==> src/rtl/dig_scan_ctrl.sv <==
// Bus-mapped multiplexed seven-segment display controller.
// Holds DATA/CTRL/DP registers and scans up to eight active-low digits with LZS and blink.
module dig_scan_ctrl #(
    parameter int DIGITS    = 8,
    parameter int SCAN_CYC  = 200000,
    parameter int BLINK_CYC = 25000000
) (
    input  logic              clk,
    input  logic              s1,
    input  logic [31:0]       addr_to_dig,
    input  logic [31:0]       data_from_bridge2,
    input  logic              we_to_dig,
    input  logic [3:0]        be_to_dig,
    output logic [31:0]       rdata_from_dig,
    output logic [DIGITS-1:0] sel,
    output logic [7:0]        seg
);

    localparam int IDX_W   = (DIGITS > 1) ? $clog2(DIGITS) : 1;
    localparam int SCAN_W  = $clog2(SCAN_CYC);
    localparam int BLINK_W = $clog2(BLINK_CYC);

    localparam logic [IDX_W-1:0]   IDX_LAST   = IDX_W'(DIGITS - 1);
    localparam logic [IDX_W-1:0]   IDX_ONE    = IDX_W'(1);
    localparam logic [SCAN_W-1:0]  SCAN_LAST  = SCAN_W'(SCAN_CYC - 1);
    localparam logic [SCAN_W-1:0]  SCAN_ONE   = SCAN_W'(1);
    localparam logic [BLINK_W-1:0] BLINK_LAST = BLINK_W'(BLINK_CYC - 1);
    localparam logic [BLINK_W-1:0] BLINK_ONE  = BLINK_W'(1);

    localparam logic [1:0] REG_DATA = 2'd0;
    localparam logic [1:0] REG_CTRL = 2'd1;
    localparam logic [1:0] REG_DP   = 2'd2;

    logic [31:0]        data_q, data_d;
    logic               en_q, en_d;
    logic               lzs_q, lzs_d;
    logic               blink_q, blink_d;
    logic [7:0]         bmask_q, bmask_d;
    logic [7:0]         dp_q, dp_d;
    logic [SCAN_W-1:0]  scan_cnt_q, scan_cnt_d;
    logic [IDX_W-1:0]   idx_q, idx_d;
    logic [BLINK_W-1:0] blink_cnt_q, blink_cnt_d;
    logic               phase_q, phase_d;
    logic [DIGITS-1:0]  sel_q, sel_d;
    logic [7:0]         seg_q, seg_d;

    logic [1:0] reg_sel;
    logic       unused_addr;

    assign reg_sel     = addr_to_dig[3:2];
    assign unused_addr = ^{addr_to_dig[31:4], addr_to_dig[1:0]};

    function automatic logic [6:0] hex_glyph(input logic [3:0] n);
        logic [6:0] g;
        case (n)
            4'h0: g = 7'h40;
            4'h1: g = 7'h79;
            4'h2: g = 7'h24;
            4'h3: g = 7'h30;
            4'h4: g = 7'h19;
            4'h5: g = 7'h12;
            4'h6: g = 7'h02;
            4'h7: g = 7'h78;
            4'h8: g = 7'h00;
            4'h9: g = 7'h10;
            4'hA: g = 7'h08;
            4'hB: g = 7'h03;
            4'hC: g = 7'h46;
            4'hD: g = 7'h21;
            4'hE: g = 7'h06;
            default: g = 7'h0E;
        endcase
        return g;
    endfunction

    // Byte-enabled register writes; address slot 3 swallows writes.
    always_comb begin
        data_d  = data_q;
        en_d    = en_q;
        lzs_d   = lzs_q;
        blink_d = blink_q;
        bmask_d = bmask_q;
        dp_d    = dp_q;
        if (we_to_dig) begin
            case (reg_sel)
                REG_DATA: begin
                    for (int b = 0; b < 4; b++) begin
                        if (be_to_dig[b]) data_d[8*b +: 8] = data_from_bridge2[8*b +: 8];
                    end
                end
                REG_CTRL: begin
                    if (be_to_dig[0]) {blink_d, lzs_d, en_d} = data_from_bridge2[2:0];
                    if (be_to_dig[1]) bmask_d = data_from_bridge2[15:8];
                end
                REG_DP: begin
                    if (be_to_dig[0]) dp_d = data_from_bridge2[7:0];
                end
                default: ;
            endcase
        end
    end

    always_comb begin
        case (reg_sel)
            REG_DATA: rdata_from_dig = data_q;
            REG_CTRL: rdata_from_dig = {16'h0, bmask_q, 5'h0, blink_q, lzs_q, en_q};
            REG_DP:   rdata_from_dig = {24'h0, dp_q};
            default:  rdata_from_dig = 32'h0;
        endcase
    end

    // Prescaler and digit index only run while enabled; the blink timer is free-running.
    always_comb begin
        scan_cnt_d = scan_cnt_q;
        idx_d      = idx_q;
        if (!en_q) begin
            scan_cnt_d = '0;
            idx_d      = '0;
        end else if (scan_cnt_q == SCAN_LAST) begin
            scan_cnt_d = '0;
            idx_d      = (idx_q == IDX_LAST) ? '0 : idx_q + IDX_ONE;
        end else begin
            scan_cnt_d = scan_cnt_q + SCAN_ONE;
        end
    end

    always_comb begin
        blink_cnt_d = blink_cnt_q + BLINK_ONE;
        phase_d     = phase_q;
        if (blink_cnt_q == BLINK_LAST) begin
            blink_cnt_d = '0;
            phase_d     = ~phase_q;
        end
    end

    logic [2:0] idx_ext;
    logic [3:0] nibble;
    logic [7:0] tail_zero;
    logic       zero_run;
    logic       lz_blank;
    logic       blink_blank;

    assign idx_ext = 3'(idx_q);
    assign nibble  = data_q[{idx_ext, 2'b00} +: 4];

    // tail_zero[i] is set when nibbles i..DIGITS-1 are all zero.
    always_comb begin
        tail_zero = '0;
        zero_run  = 1'b1;
        for (int i = DIGITS - 1; i >= 0; i--) begin
            zero_run     = zero_run & (data_q[4*i +: 4] == 4'h0);
            tail_zero[i] = zero_run;
        end
    end

    assign lz_blank    = lzs_q && (idx_ext != 3'd0) && tail_zero[idx_ext];
    assign blink_blank = blink_q && phase_q && bmask_q[idx_ext];

    always_comb begin
        for (int i = 0; i < DIGITS; i++) begin
            sel_d[i] = ~(en_q && (idx_ext == 3'(i)));
        end
        if (!en_q || blink_blank) begin
            seg_d = 8'hFF;
        end else begin
            seg_d = {~dp_q[idx_ext], lz_blank ? 7'h7F : hex_glyph(nibble)};
        end
    end

    always_ff @(posedge clk or negedge s1) begin
        if (!s1) begin
            data_q      <= '0;
            en_q        <= 1'b0;
            lzs_q       <= 1'b0;
            blink_q     <= 1'b0;
            bmask_q     <= '0;
            dp_q        <= '0;
            scan_cnt_q  <= '0;
            idx_q       <= '0;
            blink_cnt_q <= '0;
            phase_q     <= 1'b0;
            sel_q       <= '1;
            seg_q       <= 8'hFF;
        end else begin
            data_q      <= data_d;
            en_q        <= en_d;
            lzs_q       <= lzs_d;
            blink_q     <= blink_d;
            bmask_q     <= bmask_d;
            dp_q        <= dp_d;
            scan_cnt_q  <= scan_cnt_d;
            idx_q       <= idx_d;
            blink_cnt_q <= blink_cnt_d;
            phase_q     <= phase_d;
            sel_q       <= sel_d;
            seg_q       <= seg_d;
        end
    end

    assign sel = sel_q;
    assign seg = seg_q;

endmodule

==> config.mk <==
export PLATFORM = sky130hd
export DESIGN_NAME = dig_scan_ctrl
export DESIGN_NICKNAME = d
export VERILOG_FILES = /design/src/rtl/dig_scan_ctrl.sv
export SDC_FILE = /design/constraint.sdc
export NUM_CORES = 1
export LEC_CHECK = 0
export ABC_AREA = 1
export CORE_MARGIN = 4
export CORE_UTILIZATION = 60
export CTS_BUF_LIST = sky130_fd_sc_hd__clkbuf_8
export CTS_CLUSTER_SIZE = 12
export DETAILED_ROUTE_END_ITERATION = 10
export DONT_BUFFER_PORTS = 1
export GPL_ROUTABILITY_DRIVEN = 1
export PLACE_DENSITY = 0.76
export SLEW_MARGIN = 20
export SYNTH_ARGS = -nofsm -noshare
export SYNTH_HDL_FRONTEND = slang
export SYNTH_SLANG_ARGS = --single-unit
export TNS_END_PERCENT = 20
==> constraint.sdc <==
create_clock -name clk -period 3 [get_ports clk]
set_input_delay 0.6 -clock clk [delete_from_list [all_inputs] [get_ports clk]]
set_output_delay 0.6 -clock clk [all_outputs]
set_load 0.1 [all_outputs]
After elaboration in Yosys (flattened, before gate mapping):

Memories as Yosys holds them, arrays and structs flattened.
Index checks and enable logic that the tools add are counted.

* register bits: 114
* bits in latches: 0
* bits in writable memories: 0
* ROM bits: 112
* output and inout port bits: 48
* memories: 1

* add/subtract/negate cells: 3
* multipliers: 0
* div/mod/pow operators: 0
* order comparisons: 1
* eq/ne operators: 12
* shifts and indexed selects: 1
* multiplexer cells: 15
* bitwise operators: 17
* reduce and logical (&&, ||, !) cells: 32

Memory list
* (name not given): depth 16, width 7, rd ports 1, clocked after memory_dff 0, wr ports 0, RTL line 55 `case (n)`

Operators by type and width (count)
* $pmux W32 S3: 1
* $mux W18: 2
* $logic_not A4 Y1: 8
* $shiftx A32 B6 Y4: 1
* $add A25 B1 Y25 const B: 1
* $eq A25 B25 Y1 const B: 1
* $mux W25: 1
* $reduce_and A3 Y1: 7
* $add A18 B1 Y18 const B: 1
* $eq A18 B18 Y1 const B: 1
* $eq A3 B3 Y1 const B: 4
* $logic_and A1 B1 Y1: 12
* $not A1 Y1: 10
* $bmux W1 S3: 3
* $mux W3: 3
* $mux W8: 1
* $and A1 B1 Y1: 7
* $mux W7: 1
* $eq A3 B2 Y1 const B: 2
* $lt A3 B4 Y1 const B: 1
* $add A3 B1 Y3 const B: 1
* $eq A3 B1 Y1 const B: 1
* $logic_not A3 Y1: 1
* $mux W1: 3
* other kinds (7): 7

Logic depth before layout (Yosys ltp):

Gate-level depths: netlist of run 1.

* depth after elaboration: 13
* mapped depth: 15
* depth with buffers taken out: 14

Worst setup path before layout of run 1:

OpenSTA, ideal clock, no wires.

* path kind: input port to output port
* from: input port addr_to_dig[2]
* to: output port rdata_from_dig[11]
* data arrival time: 3.027 ns
* data required time: 2.400 ns
* slack: -0.627 ns
* stages on the path: 4
* path buffers: 0
* cells stage by stage: inv_1 > nor2_4 > inv_1 > o21ai_0

* word-level cells in the longest chain between the ends: 2

RTL lines
* start: declaration: RTL line 10 `input logic [31:0] addr_to_dig,`
* $eq A2 B2 Y1, or another cell as far along: RTL line 104 `case (reg_sel)`
* $pmux W32 S3 (*): RTL line 104
* end: declaration: RTL line 14 `output logic [31:0] rdata_from_dig,`

Every way passes the cells marked *; elsewhere a longest branch is shown, timed or not.

Worst setup path in the final report of run 1:

* from: register idx_q[0] (netlist: idx_ext[0])
* to: register seg_q[3] (netlist: seg[3])

* word-level cells in the longest chain between the ends: 5

RTL lines
* start: declaration: RTL line 41 `logic [IDX_W-1:0] idx_q, idx_d;`
* start signal: assignment: RTL line 192 `idx_q <= idx_d;`
* parallel branches: the longest is 4 deep, another holds $mem_v2 Z16 W7
* $mux W8 (*): RTL line 163 `if (!en_q || blink_blank) begin`
* net seg_d[3]: RTL line 45 `logic [7:0] seg_q, seg_d;`
* end signal: assignment: RTL line 196 `seg_q <= seg_d;`
* end: declaration: RTL line 45

Mark *: on every way through the listed nets, which the timed path passes. The select of a mux whose other input is x is not followed.
A chain may end at the register's enable or synchronous reset.

==> qor.csv, run 1 <==
metric,value,unit
synth_edf_count,0,
cp_num_cells,14,
firstDrtPassIters,5,
syn2layout_area_growth,13.8,%
synth.net_count,922,
finalSetupViolations,0,
h-tree-depth,4,
hpwl,11000,um
synth.distinct_cells,36,
clock_path_buffers,2,
hold_violations,0,
netlist_area,6380,sq um
cts_setup_buffers,0,
avgRoutedWirePerCell,15.0,um
core-area,10300,sq um
r2r_end,seg[3]$_DFF_PN1_,
yosysSeqAreaShare,45.0,%
max_slew_margin,46.7,%
power,4740,uW
max_freq,411,MHz
final_util,70.3,%
hold_path_class,in -> async,
vias_per_cell,5.45,
crit_top_cell,nand2_1,
worst_ir_drop_vdd,0.493,mV
p_leak,0.00360,uW
wl,15300,um
grt_pass1_vias,5585,
status,"finished, final reports clean",
place.port_buffers,0,
r2r_start,idx_ext[0]$_DFFE_PN0P_,
antenna_found_initial,0,
synth_cells,837,
cellPowerDensity,653,nW/um^2
drtIter0Drc,498,
avgSynthCellArea,7.62,sq um
chipWidth,111,um
rrSetupSlack,0.57,ns
crit_buf_inv,3,
cp_top_family,simple AND/OR/NAND/NOR gates,
critPathLaunchType,register,
clock-sinks,114,
grt_overflow,0,
cp.required,3.37,ns
synth_seq_cells,114,
worst_setup_path_end_kind,register,
worstPathArrival,2.80,ns
critPathMaxStageDelay,0.63,ns
clock-root-buffer,clkbuf_8,
crit_type,reg -> reg,
startpoint,idx_ext[0]$_DFFE_PN0P_,
crit_path_end,seg[3]$_DFF_PN1_,
path_cells,inv_2 -> nand2_1 -> nand3_1 -> nand2_1 -> nand2_1 -> nand2_1 -> inv_1 -> ha_1 -> inv_1 -> nand3_1 -> nand2_1 -> nor2_1 -> nor2_1 -> nand2_1,
layout_commonest_cell,nand2_1,
maxCapViolations,0,
final_antenna_net_count,0,
r2r_cells,14,
worst_path_max_delay_cell,dfrtp_1,
die-area,12300,sq um
grt_use_total,25.7,%
num_vias,5579,
worst_pin_slew,0.798,ns
drc,0,
synthFlopType,dfrtp_1,
final_cell_mix,"202 x nand2_1, 112 x inv_1, 101 x nor2_1, 98 x dfrtp_1, 54 x nand3_1",
path_clk_slew,0.07,ns
cts_tree,yes,
gp_congestion,0.938,
initial_core_util,61.8,%
yosysWarnings,0,
drive_gt1_share,18.6,%
row_count,37,
clkLatencyLatePin,0.44,ns
rsz0062_at_grt,false,
async_reset_ff_share,100,%
diodes,0,
die_y,111,um
ioPinCount,119,
cts_buffers,17,
grt_pass1_wl,25900,um
hold_slack,0.0915,ns
nets,959,
min_period,2.43,ns
slew_violations,0,
clock_skew,0.00980,ns
grt_max_degree,115,
crit_fanout,27,
period_share,81.1,%
cts_resized,0,
## routing by layer
metal  track usage (%)  wire (um)  up-vias
met5                 0          0        -
met4              10.9        419        0
met3              7.81        938       33
met2              41.5       7390      172
met1              32.0       6560     2669
li1                  -          -     2705
## synthesized netlist by cell type (all sizes together), types with 2 or more instances
master | instances | area (sq um)
dfstp | 16 | 420
nor4 | 2 | 12.5
clkbuf | 3 | 11.3
nand3 | 61 | 340
a22o | 2 | 17.5
xnor2 | 7 | 61.3
nand4 | 9 | 56.3
inv | 122 | 460
xor2 | 16 | 140
nor3 | 19 | 143
dfrtp | 98 | 2450
nor2 | 128 | 533
nand2 | 216 | 856
buf | 16 | 128
o21ai | 62 | 310
a21oi | 34 | 170
ha | 14 | 175
o22ai | 6 | 37.5
o221ai | 2 | 17.5
## cells by family after synthesis
group / count (synthesis) / share of synthesized area (%)
buffers and inverters: 142 / 9.53
flip-flops: 114 / 45.0
adder cells (fa/ha/maj): 14 / 2.75
AO/OA/AOI/OAI: 107 / 8.81
AND/OR/NAND/NOR: 437 / 30.7
XOR/XNOR: 23 / 3.16
## power by group
group,total (uW),internal (uW),switching (uW)
clock,1600,913,689
combinational,1010,255,751
sequential,2130,1740,392
## sequential cells by signal, summed over array words and instances, names as in the netlist, 3 cells and up
signal / count
blink_cnt_q: 25
bmask_q: 8
data_q: 32
dp_q: 8
idx_ext: 3
scan_cnt_q: 18
seg: 8
sel: 8
## final cells by class
cell class / instances / area (sq um)
Timing Repair Buffer: 37 / 300
Multi-Input combinational cell: 581 / 3010
Sequential cell: 114 / 2870
Clock buffer: 17 / 234
Fill cell: 817 / 3060
Clock inverter: 15 / 206
Inverter: 123 / 469
Tap cell: 136 / 170
## worst min-delay path by stage
stage,start,to,depth (start not counted)
after detailed placement,s1,data_q[12]$_DFFE_PN0P_,0
after global placement,s1,bmask_q[4]$_DFFE_PN0P_,0
final,s1,bmask_q[6]$_DFFE_PN0P_,1
after floorplan,s1,blink_cnt_q[0]$_DFF_PN0_,0
after global routing,s1,bmask_q[2]$_DFFE_PN0P_,1
after CTS,s1,scan_cnt_q[8]$_DFF_PN0_,0
## metrics by stage
step | area (sq um) | instances | setup WS, ns | setup TNS [ns]
after floorplan | 6380 | 837 | -0.627 | -3.46
after global placement | 6780 | 989 | 0.612 | 0
after detailed placement | 6780 | 989 | 0.608 | 0
after CTS | 7220 | 1021 | 0.581 | 0
after global routing | 7260 | 1023 | 0.326 | 0
final | 7260 | 1023 | 0.566 | 0
No activity file was read; power rests on OpenSTA's default activity.
==> run 2, diff against run 1 <==
==> constraint.sdc (replaced) <==
create_clock -name clk -period 2.4 [get_ports clk]
set_input_delay 0.48 -clock clk [delete_from_list [all_inputs] [get_ports clk]]
set_output_delay 0.48 -clock clk [all_outputs]
set_load 0.1 [all_outputs]
==> qor.csv, run 2 (synthesized netlist as in run 1, its figures left out) <==
metric,value,unit,change
syn2layout_area_growth,19.3,%,was 13.8%
firstDrtPassIters,5,,unchanged
cts_tree,yes,,unchanged
period_share,87.3,%,was 81.1%
maxCapViolations,0,,unchanged
hold_slack,-0.271,ns,was 0.0915 ns
max_slew_margin,66.6,%,was 46.7%
num_vias,5578,,was 5579
largest_reg_flops,32,,unchanged
grt_pass1_wl,26200,um,was 25900 um
row_count,37,,unchanged
drc,0,,unchanged
worst_ir_drop_vdd,0.570,mV,was 0.493 mV
crit_type,reg -> reg,,unchanged
place.port_buffers,0,,unchanged
worstPathArrival,2.46,ns,was 2.80 ns
chipWidth,111,um,unchanged
final_util,73.7,%,was 70.3%
worst_setup_path_end_kind,register,,unchanged
highest_layer,met4,,unchanged
h-tree-depth,4,,unchanged
drtIter0Drc,426,,was 498
dp_cells,993,,was 989
clock_skew,0.00845,ns,was 0.00980 ns
slew_violations,0,,unchanged
vias_per_cell,5.44,,was 5.45
clock_path_buffers,2,,unchanged
rsz0062_at_grt,false,,unchanged
fillCellCount,776,,was 817
avgRoutedWirePerCell,15.1,um,was 15.0 um
min_period,2.09,ns,was 2.43 ns
cts_resized,0,,unchanged
clkLatencyLatePin,0.44,ns,about the same
cellPowerDensity,798,nW/um^2,was 653 nW/um^2
hpwl,11300,um,was 11000 um
grt_overflow,0,,unchanged
ioPinCount,119,,unchanged
antenna_found_initial,0,,unchanged
worst_pin_slew,0.502,ns,was 0.798 ns
dr_wl_met3,1140,um,was 938 um
wl_met1,6900,um,was 6560 um
setup_tns,0,ns,unchanged
hold_violations,114,,was 0
die_y,111,um,unchanged
wl_met2,7070,um,was 7390 um
regMostFlops,data_q,,unchanged
final_antenna_net_count,0,,unchanged
initial_core_util,61.8,%,unchanged
hold_path_class,in -> async,,unchanged
critPathLaunchType,register,,unchanged
cts_setup_buffers,0,,unchanged
wl,15500,um,was 15300 um
max_freq,478,MHz,was 411 MHz
core-area,10300,sq um,unchanged
clock-sinks,114,,unchanged
largest_registers,"data_q x32, blink_cnt_q x25, scan_cnt_q x18",,unchanged
p_leak,0.00371,uW,was 0.00360 uW
diodes,0,,unchanged
layout_commonest_cell,nand2_1,,unchanged
stdcell_count,1025,,was 1023
die-area,12300,sq um,unchanged
nets,961,,was 959
drive_gt1_share,18.7,%,was 18.6%
violations,hold timing,,
cts_buffers,17,,unchanged
clock-root-buffer,clkbuf_8,,unchanged
grt_max_degree,115,,unchanged
cp.required,2.77,ns,was 3.37 ns
final_cell_mix,"202 x nand2_1, 114 x inv_1, 101 x nor2_1, 98 x dfrtp_1, 54 x nand3_1",,"was 202 x nand2_1, 112 x inv_1, 101 x nor2_1, 98 x dfrtp_1, 54 x nand3_1"
gp_congestion,0.981,,was 0.938
grt_use_total,26.2,%,was 25.7%
path_clk_slew,0.07,ns,about the same
status,"complete, but fails checks",,"was finished, final reports clean"
crit_fanout,21,,was 27
grt_pass1_vias,5509,,was 5585
finalSetupViolations,0,,unchanged
-- run 2: final cells by class --
| class | instances | area (sq um) | area share, % |
|---|---|---|---|
| clock buffers | 17 | 234 | 3.07 |
| clock inverters | 15 | 216 | 2.84 |
| inverters | 123 | 469 | 6.16 |
| multi-input cells | 581 | 3010 | 39.5 |
| flip-flops and latches | 114 | 2870 | 37.7 |
| well taps | 136 | 170 | 2.24 |
| repair buffers | 39 | 643 | 8.45 |
-- run 2: per-stage QoR --
step / worst slack (ns) / area [sq um] / hold WS [ns] / power (uW)
after floorplan: -0.482 / 6380 / 0.184 / 3610
after CTS: 0.341 / 7610 / -0.296 / 6100
after global routing: 0.0981 / 7610 / -0.312 / 6350
final: 0.306 / 7610 / -0.271 / 6070
after detailed placement: 0.355 / 7160 / 0.188 / 4050
after global placement: 0.422 / 7160 / 0.187 / 4010
-- run 2: path summary, 6_finish.rpt --
path | start | end | slack (ns) | cells after the start
min reg2reg | phase_q$_DFFE_PN0N_ | phase_q$_DFFE_PN0N_ | 0.48 | 1
min | s1 | blink_cnt_q[17]$_DFF_PN0_ | -0.27 | 0
max in group asynchronous | s1 | seg[4]$_DFF_PN1_ | 2.41 | 0
min in group clk | data_from_bridge2[27] | data_q[27]$_DFFE_PN0P_ | 0.20 | 2
max reg2reg | idx_ext[0]$_DFFE_PN0P_ | seg[3]$_DFF_PN1_ | 0.31 | 14
max | idx_ext[0]$_DFFE_PN0P_ | seg[3]$_DFF_PN1_ | 0.31 | 14
-- run 2: critical path, stage by stage, from the launching register on --
cell and delay, ns:
dfrtp_1 0.44, inv_2 0.32, nand2_1 0.09, nand3_1 0.11, nand2_1 0.06, nand2_1 0.05
nand2_1 0.14, inv_1 0.14, ha_1 0.24, inv_1 0.06, nand3_1 0.08, nand2_1 0.09
nor2_1 0.05, nor2_1 0.09, nand2_1 0.05
-- run 2: report_power, final --
group,switching (uW),internal (uW),leakage [uW]
Combinational,936,426,0.00206
Sequential,495,2180,0.00142
Clock,811,1230,0.000225
-- run 2: per-layer routing --
metal  vias up  global-route usage (%)
li1       2717                       -
met1      2618                    34.4
met2       207                    40.7
met3        36                    7.75
met4         0                    10.8
met5         -                       0
==> run 3, diff against run 2 <==
--- a/config.mk
+++ b/config.mk
@@ -6,7 +6,6 @@
 export NUM_CORES = 1
 export LEC_CHECK = 0
 export ABC_AREA = 1
-export CORE_MARGIN = 4
 export CORE_UTILIZATION = 60
 export CTS_BUF_LIST = sky130_fd_sc_hd__clkbuf_8
 export CTS_CLUSTER_SIZE = 12
==> qor.csv, run 3 (synthesized netlist as in run 1, its figures left out) <==
metric,value,unit,change
fillCellCount,815,,was 776
drive_gt1_share,18.9,%,was 18.7%
switchingPower,2290,uW,was 2240 uW
grt_use_total,29.4,%,was 26.2%
status,"complete, but fails checks",,unchanged
syn2layout_area_growth,17.4,%,was 19.3%
path_clk_slew,0.07,ns,about the same
die-area,11000,sq um,was 12300 sq um
cp_num_cells,14,,unchanged
layout_commonest_cell,nand2_1,,unchanged
max_slew_margin,66.1,%,was 66.6%
path_cells,inv_2 -> nand2_1 -> nand3_1 -> nand2_1 -> nand2_1 -> nand2_1 -> inv_1 -> ha_1 -> inv_1 -> nand3_1 -> nand2_1 -> nor2_1 -> nor2_1 -> nand2_1,,unchanged
cts_tree,yes,,unchanged
nets,961,,unchanged
hold_slack,-0.282,ns,was -0.271 ns
highest_layer,met4,,unchanged
period_share,87.5,%,was 87.3%
switching_share,39.9,%,was 36.9%
grt_max_degree,115,,unchanged
wl_met1,6880,um,was 6900 um
dr_wl_met3,966,um,was 1140 um
diodes,0,,unchanged
stdcell_count,1025,,unchanged
min_period,2.10,ns,was 2.09 ns
r2r_cells,14,,unchanged
cts_resized,0,,unchanged
finalSetupViolations,0,,unchanged
clock_path_buffers,2,,unchanged
worstPathArrival,2.49,ns,was 2.46 ns
cellPowerDensity,766,nW/um^2,was 798 nW/um^2
crit_type,reg -> reg,,unchanged
final_antenna_net_count,0,,unchanged
p_seq_share,46.5,%,was 44.0%
crit_top_cell,nand2_1,,unchanged
maxCapViolations,0,,unchanged
critPathLaunchType,register,,unchanged
h-tree-depth,4,,unchanged
vias_per_cell,5.44,,about the same
grt_pass1_wl,25200,um,was 26200 um
dp_cells,993,,unchanged
cts_buffers,17,,unchanged
drtIter0Drc,417,,was 426
placed_area,7110,sq um,was 7160 sq um
initial_core_util,61.8,%,unchanged
hold_violations,114,,unchanged
p_int,3450,uW,was 3830 uW
largest_reg_flops,32,,unchanged
critPathMaxStageDelay,0.45,ns,was 0.44 ns
worst_path_max_delay_cell,dfrtp_1,,unchanged
pwr-share-clk,30.0,%,was 33.6%
avgRoutedWirePerCell,14.9,um,was 15.1 um
place_ws,0.357,ns,was 0.355 ns
gp_congestion,0.879,,was 0.981
largest_registers,"data_q x32, blink_cnt_q x25, scan_cnt_q x18",,unchanged
row_count,37,,unchanged
cp_top_family,simple AND/OR/NAND/NOR gates,,unchanged
worst_pin_slew,0.509,ns,was 0.502 ns
setup_slack,0.300,ns,was 0.306 ns
rsz0062_at_grt,false,,unchanged
clock-root-buffer,clkbuf_8,,unchanged
drc,0,,unchanged
chipWidth,105,um,was 111 um
fin_area,7490,sq um,was 7610 sq um
place.port_buffers,0,,unchanged
clock_skew,0.0138,ns,was 0.00845 ns
grt_pass1_vias,5242,,was 5509
wl,15300,um,was 15500 um
worst_setup_path_end_kind,register,,unchanged
hold_path_class,in -> async,,unchanged
ioPinCount,119,,unchanged
final_cell_mix,"202 x nand2_1, 112 x inv_1, 101 x nor2_1, 98 x dfrtp_1, 54 x nand3_1",,"was 202 x nand2_1, 114 x inv_1, 101 x nor2_1, 98 x dfrtp_1, 54 x nand3_1"
core-area,10300,sq um,unchanged
p_leak,0.00366,uW,was 0.00371 uW
clock-sinks,114,,unchanged
antenna_found_initial,0,,unchanged
power_frac_comb,23.5,%,was 22.4%
worst_ir_drop_vdd,0.506,mV,was 0.570 mV
grt_overflow,0,,unchanged
hpwl,11100,um,was 11300 um
cts_setup_buffers,0,,unchanged
max_freq,476,MHz,was 478 MHz
clkLatencyLatePin,0.46,ns,was 0.44 ns
slew_violations,0,,unchanged
violations,hold timing,,unchanged
regMostFlops,data_q,,unchanged
wl_met2,7170,um,was 7070 um
crit_buf_inv,3,,unchanged
crit_fanout,22,,was 21
cp.required,2.79,ns,was 2.77 ns
firstDrtPassIters,5,,unchanged
num_vias,5574,,was 5578
die_y,105,um,was 111 um
## run 3: cell types whose count changed in the layout (fill, tap and decap cells not counted), sizes merged
cell and change:
bufinv -4, clkbuf +1, clkinvlp -2, inv +1, clkinv +4
## run 3: worst paths after layout
path | startpoint | endpoint | slack, ns
max | idx_ext[0]$_DFFE_PN0P_ | seg[3]$_DFF_PN1_ | 0.30
min | s1 | blink_cnt_q[24]$_DFF_PN0_ | -0.28
max reg2reg | idx_ext[0]$_DFFE_PN0P_ | seg[3]$_DFF_PN1_ | 0.30
min reg2reg | phase_q$_DFFE_PN0N_ | phase_q$_DFFE_PN0N_ | 0.48
max in group asynchronous | s1 | seg[2]$_DFF_PN1_ | 2.44
min in group clk | data_from_bridge2[22] | data_q[22]$_DFFE_PN0P_ | 0.18
## run 3: layer usage
metal | GRT usage (%) | vias to the layer above
met5 | 0 | -
met4 | 11.7 | 0
met3 | 6.67 | 23
met2 | 45.9 | 189
met1 | 40.0 | 2645
li1 | - | 2717
## run 3: metrics by stage
step           total power (uW)  utilization (%)  TNS, ns  hold WS [ns]
2_1_floorplan              3610                -    -8.71         0.184
3_3_place_gp               4010             68.9        0         0.187
3_5_place_dp               4040             68.9        0         0.187
4_1_cts                    5760             72.6        0        -0.299
5_1_grt                    5990             72.6        0        -0.309
6_report                   5740             72.6        0        -0.282
## run 3: final cells by class
cell class                 instances  area (sq um)  share of cell area (%)
multi-input combinational        581          3010                    40.1
sequential                       114          2870                    38.3
timing repair buffer              39           593                    7.92
inverter                         123           469                    6.26
clock buffer                      18           248                    3.31
tap                              136           170                    2.27
clock inverter                    14           131                    1.75
## run 3: worst reg2reg max path, cell delays in order, from the launching register on
cell and delay [ns]:
dfrtp_1 0.45, inv_2 0.33, nand2_1 0.09, nand3_1 0.13, nand2_1 0.07, nand2_1 0.05
nand2_1 0.13, inv_1 0.15, ha_1 0.25, inv_1 0.06, nand3_1 0.07, nand2_1 0.08
nor2_1 0.04, nor2_1 0.09, nand2_1 0.05
## run 3: power groups by stage
stage	logic (uW)	clock network, uW	registers (uW)
6_report	1350	1720	2670
5_1_grt	1460	1840	2690
2_1_floorplan	964	0	2650
3_5_place_dp	1340	0	2700
4_1_cts	1350	1750	2670
3_3_place_gp	1320	0	2690
